<file path="src/rtl/sysid_regs_if.sv">
// Avalon-MM slave bus bundle for the sysid register block.
// The master drives the request side; the slave returns registered read data.
interface sysid_regs_if;
    logic [2:0]  address;
    logic        read;
    logic        write;
    logic [31:0] writedata;
    logic [3:0]  byteenable;
    logic [31:0] readdata;
    logic        readdatavalid;

    modport master (
        output address, read, write, writedata, byteenable,
        input  readdata, readdatavalid
    );

    modport slave (
        input  address, read, write, writedata, byteenable,
        output readdata, readdatavalid
    );
endinterface

</file>
<file path="src/rtl/sysid_regs.sv">
// Second-generation system-identification slave: constant ID/TIMESTAMP words,
// scratch and control registers, and a free-running uptime counter with a coherent 64-bit snapshot.
module sysid_regs #(
    parameter logic [31:0] SYS_ID       = 32'h0000_0001,
    parameter logic [31:0] TIMESTAMP    = 32'd1432487389,
    parameter int unsigned CNT_WIDTH    = 64,
    parameter logic [31:0] SCRATCH_INIT = 32'h0000_0000
) (
    input  logic         clock,
    input  logic         reset,
    sysid_regs_if.slave  bus
);

    typedef enum logic [2:0] {
        ADDR_ID        = 3'd0,
        ADDR_TS        = 3'd1,
        ADDR_SCRATCH   = 3'd2,
        ADDR_CTRL      = 3'd3,
        ADDR_UPTIME_LO = 3'd4,
        ADDR_UPTIME_HI = 3'd5,
        ADDR_RESERVED  = 3'd6,
        ADDR_CAPS      = 3'd7
    } addr_e;

    localparam logic [7:0]  BLOCK_VERSION = 8'h02;
    localparam logic [31:0] CAPS_WORD     = {16'h0000, BLOCK_VERSION, 8'(CNT_WIDTH)};

    logic [31:0]          scratch_q, scratch_d;
    logic                 en_q, en_d;
    logic [CNT_WIDTH-1:0] cnt_q, cnt_d;
    logic [31:0]          shadow_q, shadow_d;
    logic [31:0]          rdata_q, rdata_d;
    logic                 rvalid_q;

    logic wr_scratch;
    logic wr_ctrl;
    logic rd_lo;

    assign wr_scratch = bus.write && (bus.address == ADDR_SCRATCH);
    assign wr_ctrl    = bus.write && (bus.address == ADDR_CTRL);
    assign rd_lo      = bus.read  && (bus.address == ADDR_UPTIME_LO);

    // NOTE: every signal assigned in an always_comb gets a default first so no path leaves it unassigned (no latch).
    always_comb begin
        scratch_d = scratch_q;
        if (wr_scratch) begin
            for (int i = 0; i < 4; i++) begin
                if (bus.byteenable[i]) begin
                    scratch_d[8*i +: 8] = bus.writedata[8*i +: 8];
                end
            end
        end
    end

    // clr beats the increment; the en bit from the same word governs later cycles.
    always_comb begin
        en_d  = wr_ctrl ? bus.writedata[0] : en_q;
        cnt_d = cnt_q;
        if (wr_ctrl && bus.writedata[1]) begin
            cnt_d = '0;
        end else if (en_q) begin
            cnt_d = cnt_q + CNT_WIDTH'(1);
        end
    end

    // The upper word is latched only by a LO read so a LO/HI pair is coherent across a carry.
    always_comb begin
        shadow_d = shadow_q;
        if (rd_lo) begin
            shadow_d = 32'(cnt_q[CNT_WIDTH-1:32]);
        end
    end

    always_comb begin
        rdata_d = rdata_q;
        if (bus.read) begin
            case (bus.address)
                ADDR_ID:        rdata_d = SYS_ID;
                ADDR_TS:        rdata_d = TIMESTAMP;
                ADDR_SCRATCH:   rdata_d = scratch_q;
                ADDR_CTRL:      rdata_d = {31'b0, en_q};
                ADDR_UPTIME_LO: rdata_d = cnt_q[31:0];
                ADDR_UPTIME_HI: rdata_d = shadow_q;
                ADDR_CAPS:      rdata_d = CAPS_WORD;
                default:        rdata_d = 32'h0000_0000;
            endcase
        end
    end

    // NOTE: sequential state uses non-blocking assignments so every flop samples pre-edge values.
    always_ff @(posedge clock) begin
        if (reset) begin
            scratch_q <= SCRATCH_INIT;
            en_q      <= 1'b1;
            cnt_q     <= '0;
            shadow_q  <= 32'h0000_0000;
            rdata_q   <= 32'h0000_0000;
            rvalid_q  <= 1'b0;
        end else begin
            scratch_q <= scratch_d;
            en_q      <= en_d;
            cnt_q     <= cnt_d;
            shadow_q  <= shadow_d;
            rdata_q   <= rdata_d;
            rvalid_q  <= bus.read;
        end
    end

    // A read accepted just before reset must not signal valid during the reset cycle itself.
    assign bus.readdata      = rdata_q;
    assign bus.readdatavalid = rvalid_q & ~reset;

endmodule

</file>
<file path="src/flat_wrapper.sv">
// flat-port wrapper written by rule: the top's interface ports become plain ports
module sysid_regs_flat 
#(
    parameter logic [31:0] SYS_ID       = 32'h0000_0001,
    parameter logic [31:0] TIMESTAMP    = 32'd1432487389,
    parameter int unsigned CNT_WIDTH    = 64,
    parameter logic [31:0] SCRATCH_INIT = 32'h0000_0000
)
  (clock, reset, bus_address, bus_read, bus_write, bus_writedata, bus_byteenable, bus_readdata, bus_readdatavalid);
  sysid_regs_if bus_i ();
  input  logic clock;
  input  logic reset;
  input wire logic [$bits(bus_i.address)-1:0] bus_address;
  input wire logic [$bits(bus_i.read)-1:0] bus_read;
  input wire logic [$bits(bus_i.write)-1:0] bus_write;
  input wire logic [$bits(bus_i.writedata)-1:0] bus_writedata;
  input wire logic [$bits(bus_i.byteenable)-1:0] bus_byteenable;
  output wire logic [$bits(bus_i.readdata)-1:0] bus_readdata;
  output wire logic [$bits(bus_i.readdatavalid)-1:0] bus_readdatavalid;
  assign bus_i.address = bus_address;
  assign bus_i.read = bus_read;
  assign bus_i.write = bus_write;
  assign bus_i.writedata = bus_writedata;
  assign bus_i.byteenable = bus_byteenable;
  assign bus_readdata = bus_i.readdata;
  assign bus_readdatavalid = bus_i.readdatavalid;
  sysid_regs #(.SYS_ID(SYS_ID), .TIMESTAMP(TIMESTAMP), .CNT_WIDTH(CNT_WIDTH), .SCRATCH_INIT(SCRATCH_INIT)) u_core (.clock(clock), .reset(reset), .bus(bus_i));
endmodule
</file>
<file path="config.mk">
export PLATFORM = sky130hd
export DESIGN_NAME = sysid_regs_flat
export DESIGN_NICKNAME = d
export VERILOG_FILES = /design/src/rtl/sysid_regs_if.sv /design/src/rtl/sysid_regs.sv /design/src/flat_wrapper.sv
export SDC_FILE = /design/constraint.sdc
export NUM_CORES = 1
export LEC_CHECK = 0
export CORE_MARGIN = 2
export CORE_UTILIZATION = 50
export DETAILED_ROUTE_END_ITERATION = 7
export PLACE_DENSITY = 0.72
export SETUP_SLACK_MARGIN = 0.4
export SYNTH_ARGS = -nofsm -noshare
export SYNTH_HDL_FRONTEND = slang
export SYNTH_SLANG_ARGS = --single-unit
</file>
<file path="constraint.sdc">
create_clock -name clock -period 6.8 [get_ports clock]
set_clock_uncertainty 0.1 [all_clocks]
set_input_delay 1.02 -clock clock [delete_from_list [all_inputs] [get_ports clock]]
set_output_delay 1.02 -clock clock [all_outputs]
set_load 0.005 [all_outputs]
</file>
After elaboration in Yosys (flattened, before gate mapping)

Cells that the tools add are included.

Flip-flop bits (word level): 162
Latch bits: 0
Bits in writable memories: 0
Memory bits (read-only): 0
Input bits: 43
Output and inout bits: 33
Word-level logic and storage cells: 29
Memories kept: 0

Add/sub/neg operators: 1
$mul: 0
Divide/modulo/power cells: 0
$lt $le $gt $ge: 0
Equal/unequal tests: 6
Shifts and indexed selects: 0
Muxes and demuxes: 1
Bitwise logic cells: 2
Reduce and logical (&&, ||, !) cells: 10

Operator list:

| operator                                                               | number |
|---|---|
| 32-bit case mux with 7 select lines                                    | 1 |
| 64-bit by 1-bit adder with 64-bit output (second input constant)       | 1 |
| 3-bit equality test (second input constant)                            | 3 |
| 2-bit AND reduction                                                    | 4 |
| 3-bit by 2-bit equality test with 1-bit output (second input constant) | 2 |
| 1-bit logical AND                                                      | 4 |
| 3-bit by 1-bit equality test with 1-bit output (second input constant) | 1 |
| 3-bit logical NOT                                                      | 1 |
| 2-bit OR reduction                                                     | 1 |
| 1-bit AND                                                              | 1 |
| 1-bit NOT                                                              | 1 |

Longest topological paths before layout

Word-level depth: 4
Mapped depth: 8
Mapped depth without buffers: 6

Worst setup path before layout

No wires, ideal clock.

Path kind: input to output
From: input port reset
To: output port bus_readdatavalid
Arrival: 1.623 ns
Setup slack: 4.057 ns
Cell stages on the path: 3
Buffers on the path: 2
Cell sequence: clkbuf_1 > clkbuf_1 > nor2b_1

Longest elaborated chain between the ends: 2

Ends and longest elaborated chain:

| element         | line               | text |
|---|---|---|
| start, declared | flat_wrapper.sv:12 | `input logic reset;` |
| 1-bit NOT       | sysid_regs.sv:111  | `assign bus.readdatavalid = rvalid_q & ~reset;` |
| 1-bit AND       | sysid_regs.sv:111  |  |
| end, declared   | flat_wrapper.sv:19 | `output wire logic [$bits(bus_i.readdatavalid)-1:0] bus_readdatavalid;` |

No other way between the ends.

Worst setup path after layout

From: input port bus_address[2]
To: register u_core.rdata_q[28], in the netlist u_core.bus.readdata[28]

Longest elaborated chain between the ends: 2
Elaborated cells between the ends (all ways): 8
Classes of those cells: eq/ne (6); mux (1); reduce/logical (1)

Ends and longest elaborated chain:

| element                                     | line               | text |
|---|---|---|
| start, declared                             | flat_wrapper.sv:13 | `input wire logic [$bits(bus_i.address)-1:0] bus_address;` |
| 3-bit equality test (tied with other cells) | sysid_regs.sv:77   | `case (bus.address)` |
| 32-bit case mux with 7 select lines (*)     | sysid_regs.sv:77   |  |
| end signal, assigned                        | sysid_regs.sv:104  | `rdata_q <= rdata_d;` |
| end, declared                               | sysid_regs.sv:32   | `logic [31:0] rdata_q, rdata_d;` |

Every way passes the cells marked *; elsewhere a longest branch is shown, timed or not.
A chain may end at the register's enable or synchronous reset.

==> metrics.yaml <==
setup_path:
  critical_path_class: "primary input to flip-flop"
  reg2reg_slack_ps: 3700
  startpoint: "bus_address[2]"
  crit_arrival_ps: 3860
  worstReg2RegStart: "u_core.en_q"
  endpoint_kind: "flip-flop"
  r2r_end: "u_core.cnt_q[60]"
  reg2reg_depth: 5
  cp_data_required_time_ps: 6990
  cp_max_fo: 19
  crit_end: "u_core.bus.readdata[28]"
  start_kind: "primary input"
power:
  internal_power_mw: 1.63
  power.share.clock_pct: 48.0
  peakVddDrop_mv: 0.186
  p_comb_share_pct: 5.3
  swShare_pct: 21.2
  p_leak_nw: 3.13
  powerDensity_nw_per_um2: 235
  seqPwrFrac_pct: 46.7
  p_switching_mw: 0.438
routing:
  drt_pass1_iterations: 5
  wl_um: 21200
  wire_per_inst_um: 18.6
  drc_errors: 0
  num_vias: 6780
  drt_iter0_drc: 718
  vias_per_cell: 5.94
  postRouteAntennaNets: 0
timing:
  slew_headroom_pct: 24.9
  worstMarginPinSlew_ps: 1130
  hold_ws_ps: 354
  period_needed_ps: 3660
  max_freq_ghz: 0.273
  timing.final.max_slew_violations: 0
  fin_crit_sh_pct: 53.9
  rsz0062_at_grt: "false"
  finalSetupViolations: 0
  final.setup.tns_ps: 0
  hold_violations: 0
yosys:
  syn_nets: 946
  synth_ff_type: "dfxtp_1"
  avgSynthCellArea_um2: 8.16
  synth_cell_types: 49
  synthArstFlopShare_pct: 0
  synth.cell_area_um2: 7360
  netlist_instances: 902
  ys_seq_area_share_pct: 44.0
  synth_enable_flop_cells: 0
  synth-seq-cells: 162
  yosysWarnings: 0
floorplanning:
  core_um2: 14500
  row_count: 44
  die_area_um2: 15700
  die_w_um: 125
  die_y_um: 125
  pin_count: 76
  initial_utilization_pct: 50.9
run:
  max-cap-violations: 0
clocking:
  cts_max_level: 4
  cts_hold_buffers: 0
  postCtsSetupBuffers: 0
  cts_resized: 0
  cts-root-buf: "clkbuf_16"
  clockBufferDepth: 2
  cts_tree: "done"
  clock_latency_ps: 420
  cts.reportedPaths.clkPinSlew_ps: 60
  cts.sinks: 162
  numCtsBuffers: 17
grt:
  grt_start_max_net_pins: 73
  grt-ovfl-total: 0
  grt_pass1_wl_um: 33800
  grt_pass1_vias: 6338
  antenna_found_initial: 0
  grt_usage_pct: 27.3
final_layout:
  area.growth.synth_to_final_pct: 19.3
  diodes: 0
  mostFrequentLayoutCell: "dfxtp_1"
  nets: 992
  final_cell_mix: "162 x dfxtp_1, 115 x nor2_1, 91 x nand2_1"
  drive_gt1_share_pct: 5.01
placement:
  gp_congestion: 0.884
  place_hpwl_um: 14800
  place.port_buffers: 75
run_status:
  status: "finished clean"
hold_path:
  hold_path_class: "flip-flop to flip-flop"
==> synth_stat cells, types with 7 or more instances <==
library cell    n  area [µm²]
nor2_1        115         432
o21ai_0        40         200
clkbuf_1       51         191
nand4_1        35         219
o2bb2ai_1      13         114
nor4_1          9        56.3
a21oi_1        90         450
xor2_1         28         245
xnor2_1        10        87.6
nand2_1        91         342
mux2i_1        34         340
or3_1          23         144
and3_1          7        43.8
nor2b_1        34         213
dfxtp_1       162        3240
nor3_1         11        55.1
nand2b_1       17         106
inv_1          10        37.5
nand3_1        46         230
a22oi_1        31         233
==> stage by stage <==
| step | cell area [µm²] | total power [mW] | std cells | setup slack (ps) | util (%) |
|---|---|---|---|---|---|
| finish | 8790 | 2.07 | 1142 | 3140 | 60.7 |
| global route | 8790 | 2.13 | 1142 | 2900 | 60.7 |
| CTS | 8790 | 2.07 | 1142 | 3210 | 60.7 |
| detailed placement | 8190 | 1.09 | 1113 | 2770 | 56.6 |
| global placement | 8190 | 1.09 | 1113 | 2790 | 56.6 |
| floorplan | 7360 | 1.04 | 902 | 4060 | - |
==> layer usage <==
layer / vias up / routed length (µm) / GRT usage, %
met4: 0 / 639 / 10.5
met2: 235 / 9850 / 44.1
li1: 3274 / - / -
met3: 47 / 1440 / 5.56
met5: - / 0 / 0
met1: 3224 / 9270 / 36.1
==> state kept, by name (all words and copies together), names as in the netlist <==
register             count
u_core.rvalid_q          1
u_core.bus.readdata     32
u_core.cnt_q            64
u_core.shadow_q         32
u_core.scratch_q        32
u_core.en_q              1
==> worst min-delay path by stage <==
stage                                endpoint                start  cells after the start  slack [ps]
after global routing      u_core.shadow_q[31]  u_core.shadow_q[31]                      2         380
after global placement     u_core.shadow_q[2]   u_core.shadow_q[2]                      2         340
after detailed placement   u_core.shadow_q[2]   u_core.shadow_q[2]                      2         340
after CTS                  u_core.shadow_q[2]   u_core.shadow_q[2]                      2         350
final                      u_core.shadow_q[2]   u_core.shadow_q[2]                      2         350
after floorplan           u_core.shadow_q[10]  u_core.shadow_q[10]                      2         330
==> logic make-up after synthesis <==
kind of cell,synth area share (%)
flip-flops,44.0
adder cells (fa/ha/maj),0.170
XOR/XNOR,4.52
multiplexers,4.62
buffers and inverters,3.41
AO/OA/AOI/OAI,14.6
AND/OR/NAND/NOR,28.6
==> layout make-up <==
type | count | area, µm²
Clock buffer | 23 | 468
Clock inverter | 6 | 130
Fill cell | 1287 | 5690
Inverter | 10 | 37.5
Multi-Input combinational cell | 674 | 3880
Sequential cell | 162 | 3240
Tap cell | 184 | 230
Timing Repair Buffer | 83 | 801
==> power by group through the flow <==
stage,Sequential (mW),Clock [mW],Combinational (mW)
2_1_floorplan,0.982,0,0.0607
3_3_place_gp,0.985,0,0.108
3_5_place_dp,0.985,0,0.108
4_1_cts,0.964,1.00,0.109
5_1_grt,0.965,1.04,0.119
6_report,0.964,0.992,0.110
==> worst max-delay path, stage by stage <==
cell	delay (ps)
clkdlybuf4s50_1	940
nor2b_1	920
a21boi_2	410
buf_4	330
a21oi_1	170
nor2_1	50
No activity file was read; power rests on OpenSTA's default activity.
